**src/rtl/stall_halt_controller.sv**
```systemverilog
// Pipeline stall/halt sequencer: inserts fence/ecall bubbles, drains before ebreak halt.
// Optional macro HALT_RESUME_EN adds a resume port that leaves the halted state.
module stall_halt_controller #(
    parameter int unsigned STALL_CYCLES = 1,
    parameter int unsigned DRAIN_CYCLES = 3
) (
    input  logic       clk,
    input  logic       rst_n,
    input  logic [1:0] stall_stop,
    input  logic       id_valid,
`ifdef HALT_RESUME_EN
    input  logic       resume,
`endif
    output logic       pc_write,
    output logic       ifid_write,
    output logic       nop_inject,
    output logic       halted,
    output logic [7:0] stall_events
);

    localparam int unsigned CW = 4;
    localparam int unsigned EW = 8;

    localparam logic [1:0] S_RUN    = 2'd0;
    localparam logic [1:0] S_STALL  = 2'd1;
    localparam logic [1:0] S_DRAIN  = 2'd2;
    localparam logic [1:0] S_HALTED = 2'd3;

    localparam logic [1:0] CODE_STALL = 2'b01;
    localparam logic [1:0] CODE_HALT  = 2'b10;

    localparam logic [CW-1:0] STALL_LOAD = CW'(STALL_CYCLES - 1);
    localparam logic [CW-1:0] DRAIN_LOAD = CW'(DRAIN_CYCLES - 1);
    localparam logic [EW-1:0] EV_MAX     = {EW{1'b1}};

    logic [1:0]    state, state_d;
    logic [CW-1:0] cnt, cnt_d;
    logic [EW-1:0] events_d;
    logic          run_d;
    logic          halted_d;

    // Next-state, counter and event-count logic
    always_comb begin
        state_d  = state;
        cnt_d    = cnt;
        events_d = stall_events;
        case (state)
            S_RUN: begin
                if (id_valid && stall_stop == CODE_STALL) begin
                    state_d = S_STALL;
                    cnt_d   = STALL_LOAD;
                    if (stall_events != EV_MAX) begin
                        events_d = stall_events + EW'(1);
                    end
                end else if (id_valid && stall_stop == CODE_HALT) begin
                    state_d = S_DRAIN;
                    cnt_d   = DRAIN_LOAD;
                end
            end
            S_STALL: begin
                if (cnt == '0) begin
                    state_d = S_RUN;
                end else begin
                    cnt_d = cnt - CW'(1);
                end
            end
            S_DRAIN: begin
                if (cnt == '0) begin
                    state_d = S_HALTED;
                end else begin
                    cnt_d = cnt - CW'(1);
                end
            end
            S_HALTED: begin
`ifdef HALT_RESUME_EN
                if (resume) begin
                    state_d = S_RUN;
                end
`endif
            end
            default: state_d = S_RUN;
        endcase
    end

    // Outputs are registered from the next state so they always match the state register
    always_comb begin
        run_d    = (state_d == S_RUN);
        halted_d = (state_d == S_HALTED);
    end

    always_ff @(posedge clk or negedge rst_n) begin
        if (!rst_n) begin
            state        <= S_RUN;
            cnt          <= '0;
            stall_events <= '0;
            pc_write     <= 1'b1;
            ifid_write   <= 1'b1;
            nop_inject   <= 1'b0;
            halted       <= 1'b0;
        end else begin
            state        <= state_d;
            cnt          <= cnt_d;
            stall_events <= events_d;
            pc_write     <= run_d;
            ifid_write   <= run_d;
            nop_inject   <= !run_d;
            halted       <= halted_d;
        end
    end

endmodule

```
**config.mk**
```make
export PLATFORM = sky130hd
export DESIGN_NAME = stall_halt_controller
export DESIGN_NICKNAME = d
export VERILOG_FILES = /design/src/rtl/stall_halt_controller.sv
export SDC_FILE = /design/constraint.sdc
export NUM_CORES = 1
export LEC_CHECK = 0
export ABC_AREA = 1
export BUFFER_PORTS_ARGS = -buffer_cell sky130_fd_sc_hd__buf_2
export CAP_MARGIN = 20
export CELL_PAD_IN_SITES_DETAIL_PLACEMENT = 0
export CELL_PAD_IN_SITES_GLOBAL_PLACEMENT = 1
export CORE_MARGIN = 4
export CORE_UTILIZATION = 36
export DETAILED_ROUTE_END_ITERATION = 8
export PLACE_DENSITY = 0.73
export SYNTH_ARGS = -nofsm -noshare
export SYNTH_HDL_FRONTEND = slang
export SYNTH_SLANG_ARGS = --single-unit
```
**constraint.sdc**
```tcl
create_clock -name clk -period 1.36 [get_ports clk]
set_input_delay 0.204 -clock clk [delete_from_list [all_inputs] [get_ports clk]]
set_output_delay 0.204 -clock clk [all_outputs]
set_load 0.01 [all_outputs]
```
-- Word level (Yosys, flattened, before mapping)
Cells that the tools add are included.
- reductions and logical operators: 10
- add/subtract/negate cells: 2
- muxes and demuxes: 9
- eq/ne operators: 8
- operators by type and width (kind ; number):
    $mux W4 ; 3
    $add A8 B1 Y8 const B ; 1
    $mux W2 ; 4
    $ne A8 B8 Y1 const B ; 1
    $pmux W4 S2 ; 1
    $eq A2 B2 Y1 const B ; 3
    $pmux W2 S3 ; 1
    $reduce_and A3 Y1 ; 2
    $eq A2 B1 Y1 const B ; 2
    $logic_not A2 Y1 ; 2
    $logic_not A4 Y1 ; 1
    $sub A4 B1 Y4 const B ; 1
    $ne A3 B3 Y1 const B ; 1
    $logic_and A1 B1 Y1 ; 2
    $ne A2 B2 Y1 const B ; 1
    $reduce_bool A2 Y1 ; 1
    $reduce_or A2 Y1 ; 1
    $logic_not A1 Y1 ; 1
- word-level logic and storage cells: 35
- register bits after elaboration: 17
- output and inout bits: 12

-- Logic depth before layout (Yosys ltp)
Gate-level depths: netlist of the first run.
- word-level depth: 7
- mapped depth: 9

-- Least setup slack after synthesis of the first run
Ideal clock, no wire load.
- path kind: reg-to-reg
- start point: reg state[0]
- end point: reg cnt[0]
- library setup time: 0.129 ns
- buffers on the path: 0
- setup slack: 0.058 ns
- cell stages (with the launch flop): 7
- arrival time: 1.173 ns
- path through: dfrtp_1 > inv_1 > ha_1 > nand4_1 > nand3_1 > nand2_1 > o21ai_0
- word-level cells in the longest chain between the ends: 4
- elaborated cells between the ends (all ways): 9
- classes of those cells: eq/ne (4); mux (1); reduce/logical (4)
- ends and longest elaborated chain (element ; line ; text):
    start, declared ; 36 ; logic [1:0] state, state_d;
    start signal, assigned ; 101 ; state <= state_d;
    $eq A2 B2 Y1 or $eq A2 B1 Y1 (tied branches) ; 47 ; case (state)
    $reduce_or A2 Y1 (no source line) ; -- ;
    $ne A2 B2 Y1 (no source line) or $reduce_bool A2 Y1 (tied branches) ; -- ;
    $reduce_and A3 Y1 (no source line) ; -- ;
    end signal, assigned ; 102 ; cnt <= cnt_d;
    end, declared ; 37 ; logic [CW-1:0] cnt, cnt_d;
Parallel ways exist; a longest one is shown, timed or not.
A chain may end at the register's enable or synchronous reset.

-- Worst setup path in the final report of the first run
- start point: reg stall_events[1]
- end point: reg stall_events[4]
- word-level cells in the longest chain between the ends: 2
- elaborated cells between the ends (all ways): 3
- classes of those cells: add/sub (1); eq/ne (1); reduce/logical (1)
- ends and longest elaborated chain (element ; line ; text):
    start, declared ; 18 ; output logic [7:0] stall_events
    start signal, assigned ; 103 ; stall_events <= events_d;
    parallel branches: the longest is 2 deep, another holds $add A8 B1 Y8 ; -- ;
Several ways; the timed one is not identified.

==> results of run 1 <==
[stage by stage]
| stage | utilization (%) | power (uW) | cell area [um2] | cells |
|---|---|---|---|---|
| 4_1_cts | 47.3 | 821 | 1190 | 181 |
| 2_1_floorplan | - | 520 | 976 | 122 |
| 3_5_place_dp | 45.7 | 539 | 1150 | 176 |
| 3_3_place_gp | 45.7 | 538 | 1150 | 176 |
| 5_1_grt | 50.7 | 847 | 1280 | 185 |
| 6_report | 50.7 | 810 | 1280 | 185 |
[logic make-up (layout without fill, tap and decap cells)]
kind of cell / after synthesis / after routing
fa+ha+maj: 7 / 7
buf+inv: 17 / 49
flops: 17 / 17
simple gates: 68 / 69
xor+xnor: 6 / 6
compound gates: 7 / 7
[power by group through the flow]
| stage | logic [uW] | clock network, uW | registers (uW) |
|---|---|---|---|
| 3_3_place_gp | 22.8 | 0 | 515 |
| 4_1_cts | 26.0 | 289 | 505 |
| 2_1_floorplan | 5.15 | 0 | 515 |
| 5_1_grt | 29.0 | 312 | 505 |
| 6_report | 24.4 | 281 | 505 |
| 3_5_place_dp | 23.7 | 0 | 515 |
[cells in the mapped netlist]
cell / instances
nand2_2: 1
xor2_1: 1
xnor2_1: 5
nand4_1: 4
buf_4: 1
nor2_2: 2
nand3_1: 13
nand3b_1: 2
dfstp_2: 1
dfrtp_1: 16
ha_1: 7
nor2_1: 3
o21ai_0: 5
nand2_1: 42
nand2_4: 1
inv_2: 1
o21a_1: 1
a21oi_1: 1
inv_1: 15
[repair_timing]
item,CTS,global route
setup endpoints to repair,5,14
gates cloned,0,1
hold buffers,1,0
setup buffers,0,3
gates resized for setup,2,19
pin swaps,1,6
hold endpoints to repair,16,0
[worst reg2reg max path: cells and delay by family (launching register included)]
family | cells | cell delay, ns
adder cells (fa/ha/maj) | 1 | 0.20
AND/OR/NAND/NOR | 6 | 0.53
flip-flops | 1 | 0.40
buffers and inverters | 1 | 0.06
[final cells by class]
type / instances / area share (%)
Multi-Input combinational cell: 89 / 42.7
Sequential cell: 17 / 33.4
Timing Repair Buffer: 29 / 14.1
Inverter: 16 / 4.89
Tap cell: 30 / 2.94
Clock buffer: 4 / 2.05
[layout by cell type (no fill, tap or decap), drive strengths merged, types with 2 or more instances in the layout]
| cell | instances |
|---|---|
| nand2 | 45 |
| buf | 28 |
| dfrtp | 16 |
| inv | 16 |
| nand3 | 13 |
| ha | 7 |
| xnor2 | 5 |
| o21ai | 5 |
| nor2 | 5 |
| nand4 | 4 |
| clkbuf | 4 |
| nand3b | 2 |
[registers in the layout (all words and copies together), names as in the netlist]
| signal | cells |
|---|---|
| stall_events | 8 |
| cnt | 4 |
| state | 2 |
| halted | 1 |
| ifid_write | 1 |
| nop_inject | 1 |
[worst paths after layout]
path                                              from                           to  slack [ns]  cells after the start
max in group asynchronous                        rst_n         ifid_write$_DFF_PN1_        0.69                      2
setup reg to reg           stall_events[1]$_DFFE_PN0P_  stall_events[4]$_DFFE_PN0P_        0.05                      8
setup / recovery           stall_events[1]$_DFFE_PN0P_  stall_events[4]$_DFFE_PN0P_        0.05                      8
hold reg to reg            stall_events[6]$_DFFE_PN0P_  stall_events[6]$_DFFE_PN0P_        0.53                      1
hold / removal                                   rst_n           cnt[2]$_DFFE_PN0P_        0.35                      2
min in group clk                         stall_stop[0]           cnt[1]$_DFFE_PN0P_        0.40                      5
[metal layers]
layer,up-vias,GRT usage [%],share of wire (%)
li1,452,-,-
met1,417,17.3,48
met2,12,18.8,48
met3,2,2.59,3.0
met4,0,5.70,0.55
met5,-,0,0
==> impl_results.html, run 1 <==
<table>
<tr><th>Metric</th><th>Value</th></tr>
<tr><th colspan="2">Global routing</th></tr>
<tr><td>Via count of the first global-routing pass</td><td>821</td></tr>
<tr><td>GR Overflow Total</td><td>0</td></tr>
<tr><td>Pin count of the biggest net entering global routing</td><td>18</td></tr>
<tr><td>Total global routing track utilization</td><td>12.6%</td></tr>
<tr><td>Wire length of the first global-routing pass</td><td>3.42 mm</td></tr>
<tr><td>Initial antenna violation count</td><td>0</td></tr>
<tr><th colspan="2">Final layout</th></tr>
<tr><td>Sequential standard cell area</td><td>427 um2</td></tr>
<tr><td>Number of fill cells in the layout</td><td>259</td></tr>
<tr><td>Footprint of the multi-input gates</td><td>546 um2</td></tr>
<tr><td>Fraction of layout cells with a size suffix above 1</td><td>34.8%</td></tr>
<tr><td>Number of nets in the layout</td><td>168</td></tr>
<tr><td>Number of diodes</td><td>0</td></tr>
<tr><td>Area added between synthesis and finish</td><td>31.0%</td></tr>
<tr><th colspan="2">Setup path</th></tr>
<tr><td>Critical path's top delay family</td><td>simple AND/OR/NAND/NOR gates</td></tr>
<tr><td>Kind of critical path</td><td>register to register</td></tr>
<tr><td>CP arrival</td><td>1.49 ns</td></tr>
<tr><td>Most used cell, CP</td><td>nand2_1</td></tr>
<tr><td>Worst Path Buf+Inv</td><td>1</td></tr>
<tr><td>Worst-path cell with the longest stage delay</td><td>dfrtp_1</td></tr>
<tr><td>Largest stage delay on the critical path</td><td>0.40 ns</td></tr>
<tr><td>Critical path launch point type</td><td>register</td></tr>
<tr><td>Cell Chain, Critical Path</td><td>ha_2 &gt; nand3_2 &gt; nor2_2 &gt; nand2_2 &gt; nand2_4 &gt; inv_4 &gt; nand2_1 &gt; nand2_1</td></tr>
<tr><td>Endpoint kind of the worst setup timing path</td><td>register</td></tr>
<tr><td>Maximum fanout encountered on the critical timing path</td><td>5</td></tr>
<tr><td>Required time at the endpoint of the critical path</td><td>1.54 ns</td></tr>
<tr><th colspan="2">Synthesis</th></tr>
<tr><td>Fraction of the mapped netlist area in simple logic gates</td><td>31.2%</td></tr>
<tr><td>Distinct cell type count after synthesis</td><td>19</td></tr>
<tr><td>Combinational family with the most area after synthesis</td><td>simple AND/OR/NAND/NOR gates</td></tr>
<tr><td>Fraction of the yosys area taken by sequential cells</td><td>43.7%</td></tr>
<tr><td>Net count after synthesis</td><td>134</td></tr>
<tr><td>Area fraction in compound gates after synthesis</td><td>3.85%</td></tr>
<tr><td>Synth top area share</td><td>41.0%</td></tr>
<tr><td>Main area contributors after synthesis</td><td>dfrtp_1, nand2_1, ha_1</td></tr>
<tr><td>Post-Synth Adder-Cell Area</td><td>8.97%</td></tr>
<tr><td>Mux contribution to synthesized area</td><td>0%</td></tr>
<tr><td>Flip-flop and latch count after synthesis</td><td>17</td></tr>
<tr><td>Average footprint of a synthesized cell</td><td>8.00 um2</td></tr>
<tr><td>Cell area after synthesis</td><td>976 um2</td></tr>
<tr><td>Number of synthesis warnings</td><td>0</td></tr>
<tr><td>Cells after Synth</td><td>122</td></tr>
<tr><td>Largest area contributor in the synthesized netlist</td><td>dfrtp_1</td></tr>
<tr><td>Xor and xnor area share after synthesis</td><td>5.38%</td></tr>
<tr><th colspan="2">Clocking</th></tr>
<tr><td>Clock tree root driver cell</td><td>clkbuf_4</td></tr>
<tr><td>TritonCTS clock tree</td><td>yes</td></tr>
<tr><td>Clk buf depth</td><td>2</td></tr>
<tr><td>Insertion delay of the later-clocked pin in the worst-skew pair</td><td>0.29 ns</td></tr>
<tr><td>Clock-pin slew on the worst setup and hold paths</td><td>0.11 ns</td></tr>
<tr><td>Number of CTS-inserted buffers</td><td>3</td></tr>
<tr><td>Number of H-tree levels</td><td>1</td></tr>
<tr><td>Clock net sink count</td><td>17</td></tr>
<tr><th colspan="2">Power and ir drop</th></tr>
<tr><td>Pwr dens</td><td>634 nW/um2</td></tr>
<tr><td>Combinational power share</td><td>3.0%</td></tr>
<tr><td>Leakage power total</td><td>0.000647 uW</td></tr>
<tr><td>Reg power frac</td><td>62.4%</td></tr>
<tr><td>Max IR drop VDD</td><td>0.000538 V</td></tr>
<tr><td>Power spent charging and discharging nets</td><td>183 uW</td></tr>
<tr><td>Internal portion of total power</td><td>628 uW</td></tr>
<tr><td>Clock power share</td><td>34.6%</td></tr>
<tr><td>Switching share of total power</td><td>22.6%</td></tr>
<tr><th colspan="2">Floorplan</th></tr>
<tr><td>IO Pins</td><td>17</td></tr>
<tr><td>Number of core rows</td><td>18</td></tr>
<tr><td>Core Footprint</td><td>2520 um2</td></tr>
<tr><td>Die outline height</td><td>60.1 um</td></tr>
<tr><td>Starting density of the core</td><td>38.7%</td></tr>
<tr><td>Die span in x</td><td>60.1 um</td></tr>
<tr><td>Die ar.</td><td>3610 um2</td></tr>
<tr><th colspan="2">Drt</th></tr>
<tr><td>Vias post-DR</td><td>883</td></tr>
<tr><td>Number of optimization iterations in the first detailed-route pass</td><td>4</td></tr>
<tr><td>Count of nets left with antenna violations after detail routing</td><td>0</td></tr>
<tr><td>Overall routed net length</td><td>2.19 mm</td></tr>
<tr><td>WL/cell</td><td>11.8 um</td></tr>
<tr><td>Routed via count divided by cell count</td><td>4.77</td></tr>
<tr><td>First DRT Iteration DRCs</td><td>28</td></tr>
<tr><td>Final routed DRC violation total</td><td>0</td></tr>
<tr><th colspan="2">STA</th></tr>
<tr><td>Period minus WS final</td><td>1.31 ns</td></tr>
<tr><td>Slew @ Worst Pin</td><td>0.381 ns</td></tr>
<tr><td>Smallest setup slack after layout</td><td>0.0493 ns</td></tr>
<tr><td>Worst hold slack</td><td>0.346 ns</td></tr>
<tr><td>Pins Over Slew Limit</td><td>0</td></tr>
<tr><td>Highest clock rate</td><td>0.763 GHz</td></tr>
<tr><td>Setup clock skew after layout</td><td>0.0116 ns</td></tr>
<tr><td>Final setup fails</td><td>0</td></tr>
<tr><td>Slew margin rel.</td><td>74.6%</td></tr>
<tr><td>Total Negative Setup Slacks</td><td>0 ns</td></tr>
<tr><td>Final Hold Viols</td><td>0</td></tr>
<tr><td>Final clock period utilization by the worst path</td><td>96.4%</td></tr>
<tr><th colspan="2">Place</th></tr>
<tr><td>Routability-driven placement congestion ratio</td><td>0.797</td></tr>
<tr><td>IO Port Bufs</td><td>16</td></tr>
<tr><td>Detailed-placement wirelength estimate</td><td>1.59 mm</td></tr>
<tr><td>Setup slack at placement</td><td>-0.00819 ns</td></tr>
<tr><th colspan="2">Flow run</th></tr>
<tr><td>Maximum capacitance violations</td><td>0</td></tr>
<tr><th colspan="2">Run status</th></tr>
<tr><td>Status</td><td>complete, no violations</td></tr>
<tr><th colspan="2">Min path</th></tr>
<tr><td>Tightest Hold Check Type</td><td>primary input to asynchronous set/reset pin</td></tr>
</table>
Note: power is estimated with default switching activity, not from simulation.
==> run 2, diff against run 1 <==
--- a/config.mk
+++ b/config.mk
@@ -5,15 +5,14 @@
 export SDC_FILE = /design/constraint.sdc
 export NUM_CORES = 1
 export LEC_CHECK = 0
-export ABC_AREA = 1
 export BUFFER_PORTS_ARGS = -buffer_cell sky130_fd_sc_hd__buf_2
 export CAP_MARGIN = 20
 export CELL_PAD_IN_SITES_DETAIL_PLACEMENT = 0
 export CELL_PAD_IN_SITES_GLOBAL_PLACEMENT = 1
 export CORE_MARGIN = 4
-export CORE_UTILIZATION = 36
+export CORE_UTILIZATION = 41
 export DETAILED_ROUTE_END_ITERATION = 8
-export PLACE_DENSITY = 0.73
+export PLACE_DENSITY = 0.75
 export SYNTH_ARGS = -nofsm -noshare
 export SYNTH_HDL_FRONTEND = slang
 export SYNTH_SLANG_ARGS = --single-unit
==> constraint.sdc (replaced) <==
create_clock -name clk -period 1.5 [get_ports clk]
set_input_delay 0.225 -clock clk [delete_from_list [all_inputs] [get_ports clk]]
set_output_delay 0.225 -clock clk [all_outputs]
set_load 0.01 [all_outputs]
==> run 2 against run 1 <==
Effect of this change: largest power group unchanged; sequential share of layout area decreased by 1.6 points; synthesized area down 7.7%; non-clock buffer count is 14 higher; clock power decreased by 14%; worst setup slack got worse by 0.26 ns; global-route usage is 3.3 points higher; clock-buffer cell count down 1; the run now ends with setup timing left.
==> impl_results.html, run 2 <==
<table>
<tr><th>Metric</th><th>Value</th></tr>
<tr><th colspan="2">Run status</th></tr>
<tr><td>Status</td><td>finished with violations</td></tr>
<tr><td>Failing checks</td><td>setup timing</td></tr>
<tr><th colspan="2">Global routing</th></tr>
<tr><td>Pin count of the biggest net entering global routing</td><td>18</td></tr>
<tr><td>Via count of the first global-routing pass</td><td>752</td></tr>
<tr><td>Wire length of the first global-routing pass</td><td>3.22 mm</td></tr>
<tr><td>Total global routing track utilization</td><td>15.8%</td></tr>
<tr><td>GR Overflow Total</td><td>0</td></tr>
<tr><td>Initial antenna violation count</td><td>0</td></tr>
<tr><th colspan="2">Place</th></tr>
<tr><td>IO Port Bufs</td><td>16</td></tr>
<tr><td>Setup slack at placement</td><td>-0.252 ns</td></tr>
<tr><td>Detailed-placement wirelength estimate</td><td>1.51 mm</td></tr>
<tr><td>Post-Place Cells</td><td>139</td></tr>
<tr><td>Post-placement cell area</td><td>1170 um2</td></tr>
<tr><td>Routability-driven placement congestion ratio</td><td>0.730</td></tr>
<tr><th colspan="2">Setup path</th></tr>
<tr><td>Flop2flop setup slack</td><td>-0.22 ns</td></tr>
<tr><td>Maximum fanout encountered on the critical timing path</td><td>3</td></tr>
<tr><td>Required time at the endpoint of the critical path</td><td>1.67 ns</td></tr>
<tr><td>CP arrival</td><td>1.89 ns</td></tr>
<tr><td>Endpoint of the lowest-slack register-to-register path</td><td>nop_inject$_DFF_PN0_</td></tr>
<tr><td>Critical path launch point type</td><td>register</td></tr>
<tr><td>Endpoint kind of the worst setup timing path</td><td>register</td></tr>
<tr><td>Beginning of the critical path</td><td>cnt[0]$_DFFE_PN0P_</td></tr>
<tr><td>Setup crit end</td><td>nop_inject$_DFF_PN0_</td></tr>
<tr><td>Kind of critical path</td><td>register to register</td></tr>
<tr><td>Register-to-Register Path Depth</td><td>6</td></tr>
<tr><td>Worst r2r src</td><td>cnt[0]$_DFFE_PN0P_</td></tr>
<tr><th colspan="2">STA</th></tr>
<tr><td>Setup clock skew after layout</td><td>0.0156 ns</td></tr>
<tr><td>Pins Over Slew Limit</td><td>0</td></tr>
<tr><td>Slew @ Worst Pin</td><td>0.372 ns</td></tr>
<tr><td>Final Hold Viols</td><td>0</td></tr>
<tr><td>RSZ-0062 raised after global routing</td><td>true</td></tr>
<tr><td>Final setup fails</td><td>16</td></tr>
<tr><td>Smallest setup slack after layout</td><td>-0.215 ns</td></tr>
<tr><td>Period minus WS final</td><td>1.72 ns</td></tr>
<tr><td>Final clock period utilization by the worst path</td><td>114%</td></tr>
<tr><td>Highest clock rate</td><td>0.583 GHz</td></tr>
<tr><td>Slew margin rel.</td><td>75.2%</td></tr>
<tr><th colspan="2">Synthesis</th></tr>
<tr><td>Most used DFF post-synth</td><td>dfrtp_1</td></tr>
<tr><td>Async S/R FF share, synth</td><td>100%</td></tr>
<tr><td>Largest area contributor in the synthesized netlist</td><td>dfrtp_1</td></tr>
<tr><td>Fraction of the yosys area taken by sequential cells</td><td>47.4%</td></tr>
<tr><td>Cells after Synth</td><td>81</td></tr>
<tr><td>Net count after synthesis</td><td>93</td></tr>
<tr><td>Most used standard cell by instance count after synthesis</td><td>dfrtp_1</td></tr>
<tr><td>Average footprint of a synthesized cell</td><td>11.1 um2</td></tr>
<tr><td>Cell area after synthesis</td><td>901 um2</td></tr>
<tr><td>Main area contributors after synthesis</td><td>dfrtp_1, ha_1, xnor2_1</td></tr>
<tr><td>Flip-flop and latch count after synthesis</td><td>17</td></tr>
<tr><td>Leading post-synthesis cells by instance count</td><td>dfrtp_1, ha_1, inv_1</td></tr>
<tr><td>Number of synthesis warnings</td><td>0</td></tr>
<tr><td>Synth top area share</td><td>44.4%</td></tr>
<tr><td>EDFF count, synth</td><td>0</td></tr>
<tr><td>Distinct cell type count after synthesis</td><td>33</td></tr>
<tr><th colspan="2">Final layout</th></tr>
<tr><td>Cell Count, Final, Fillers Out</td><td>154</td></tr>
<tr><td>Area added between synthesis and finish</td><td>49.3%</td></tr>
<tr><td>Total non-filler cell area in the finished layout</td><td>1350 um2</td></tr>
<tr><td>Largest register FFs</td><td>8</td></tr>
<tr><td>Biggest regs</td><td>stall_events x8, cnt x4, state x2</td></tr>
<tr><td>Number of diodes</td><td>0</td></tr>
<tr><td>Register name with the most flops</td><td>stall_events</td></tr>
<tr><td>Number of nets in the layout</td><td>140</td></tr>
<tr><td>Most common library cell in the layout ignoring fill and taps</td><td>buf_4</td></tr>
<tr><td>Most frequent cells in the layout</td><td>buf_4, dfrtp_1, buf_2, xnor2_1</td></tr>
<tr><td>Fraction of layout cells with a size suffix above 1</td><td>55.1%</td></tr>
<tr><th colspan="2">Clocking</th></tr>
<tr><td>Clock tree root driver cell</td><td>clkbuf_4</td></tr>
<tr><td>TritonCTS clock tree</td><td>yes</td></tr>
<tr><td>Clock-pin slew on the worst setup and hold paths</td><td>0.10 ns</td></tr>
<tr><td>Insertion delay of the later-clocked pin in the worst-skew pair</td><td>0.30 ns</td></tr>
<tr><td>Number of H-tree levels</td><td>1</td></tr>
<tr><td>Clk buf depth</td><td>2</td></tr>
<tr><td>Number of CTS-inserted buffers</td><td>3</td></tr>
<tr><td>Clock net sink count</td><td>17</td></tr>
<tr><th colspan="2">Drt</th></tr>
<tr><td>WL/cell</td><td>13.3 um</td></tr>
<tr><td>Count of nets left with antenna violations after detail routing</td><td>0</td></tr>
<tr><td>Vias post-DR</td><td>749</td></tr>
<tr><td>Overall routed net length</td><td>2.05 mm</td></tr>
<tr><td>Highest routed layer</td><td>met4</td></tr>
<tr><td>Routed via count divided by cell count</td><td>4.86</td></tr>
<tr><td>Met2 Wirelength</td><td>1.09 mm</td></tr>
<tr><td>Final routed DRC violation total</td><td>0</td></tr>
<tr><td>Total routed wire length on the met1 layer</td><td>805 um</td></tr>
<tr><td>Met3 Routed Length</td><td>117 um</td></tr>
<tr><td>Number of optimization iterations in the first detailed-route pass</td><td>4</td></tr>
<tr><td>First DRT Iteration DRCs</td><td>4</td></tr>
<tr><th colspan="2">Flow run</th></tr>
<tr><td>Maximum capacitance violations</td><td>0</td></tr>
<tr><th colspan="2">Floorplan</th></tr>
<tr><td>Number of core rows</td><td>16</td></tr>
<tr><td>Die ar.</td><td>3010 um2</td></tr>
<tr><td>Starting density of the core</td><td>44.6%</td></tr>
<tr><td>Die outline height</td><td>54.9 um</td></tr>
<tr><td>Die span in x</td><td>54.9 um</td></tr>
<tr><td>Core Footprint</td><td>2020 um2</td></tr>
<tr><td>IO Pins</td><td>17</td></tr>
<tr><th colspan="2">Power and ir drop</th></tr>
<tr><td>Pwr dens</td><td>536 nW/um2</td></tr>
<tr><td>Power consumption</td><td>721 uW</td></tr>
<tr><td>Leakage power total</td><td>0.000640 uW</td></tr>
<tr><td>Max IR drop VDD</td><td>0.000619 V</td></tr>
<tr><th colspan="2">Min path</th></tr>
<tr><td>Tightest Hold Check Type</td><td>primary input to asynchronous set/reset pin</td></tr>
</table>
## run 2: changes by cell type in the layout (fill, tap and decap cells not counted), moves of 2 or more
| cell | before | now |
|---|---|---|
| nand2_1 | 40 | 3 |
| o21ai_0 | 4 | 0 |
| inv_1 | 9 | 3 |
| nand3_1 | 11 | 0 |
| buf_4 | 12 | 21 |
| nor2_2 | 3 | 1 |
| ha_2 | 3 | 1 |
| o2bb2ai_1 | 0 | 2 |
| and3_1 | 0 | 2 |
| buf_6 | 0 | 5 |
| nand2b_1 | 0 | 3 |
| ha_1 | 2 | 4 |
## run 2: worst min path at each step
stage,end,from,cells after the start
floorplan,cnt[0]$_DFFE_PN0P_,rst_n,0
global placement,cnt[2]$_DFFE_PN0P_,rst_n,1
detailed placement,cnt[3]$_DFFE_PN0P_,rst_n,1
CTS,cnt[3]$_DFFE_PN0P_,rst_n,2
global route,cnt[3]$_DFFE_PN0P_,rst_n,2
finish,cnt[3]$_DFFE_PN0P_,rst_n,2
## run 2: area by class of cell
| class | instances | area [um2] |
|---|---|---|
| sequential | 17 | 427 |
| inverter | 8 | 30.0 |
| timing repair buffer | 43 | 304 |
| multi-input combinational | 55 | 523 |
| clock inverter | 1 | 5.00 |
| clock buffer | 3 | 22.5 |
| tap | 27 | 33.8 |
| fill | 160 | 677 |
## run 2: report_power, final
group | total [uW] | internal (uW) | switching (uW) | leakage (uW)
clock | 241 | 99.4 | 142 | 0.0000177
combinational | 21.4 | 7.25 | 14.2 | 0.000409
sequential | 458 | 458 | 0 | 0.000213
## run 2: critical path: stages (launching register included)
cell and delay (ns):
dfrtp_1 0.40, inv_2 0.09, ha_4 0.13, or3b_4 0.37, a221o_1 0.32, a21oi_2 0.20, nand2_1 0.07
## run 2: through the flow
step / utilization, % / setup TNS (ns) / hold slack [ns]
final: 66.5 / -1.83 / 0.355
after global routing: 66.5 / -3.54 / 0.404
after CTS: 63.4 / -2.04 / 0.363
after floorplan: - / -0.468 / -0.0706
after global placement: 57.8 / -1.74 / 0.158
after detailed placement: 57.8 / -2.28 / 0.164
## run 2: timing repair
item | 4_1_cts | 5_1_grt
endpoints found under the setup margin | 16 | 17
hold buffers | 1 | 0
pin swaps | 10 | 10
endpoints found under the hold margin | 16 | 0
buffers inserted | 4 | 6
resized for setup | 13 | 4
## run 2: cell families after synthesis
kind of cell	after synthesis	synth area share, %
AND/OR/NAND/NOR	26	17.4
flip-flops	17	47.4
AO/OA/AOI/OAI	13	12.2
buffers and inverters	9	4.17
XOR/XNOR	7	6.81
adder cells (fa/ha/maj)	7	9.72
multiplexers	2	2.36
## run 2: per-layer routing
metal | global-route usage (%) | up-vias
li1 | - | 375
met1 | 16.7 | 353
met2 | 28.0 | 14
met3 | 6.81 | 7
met4 | 4.98 | 0
met5 | 0 | -
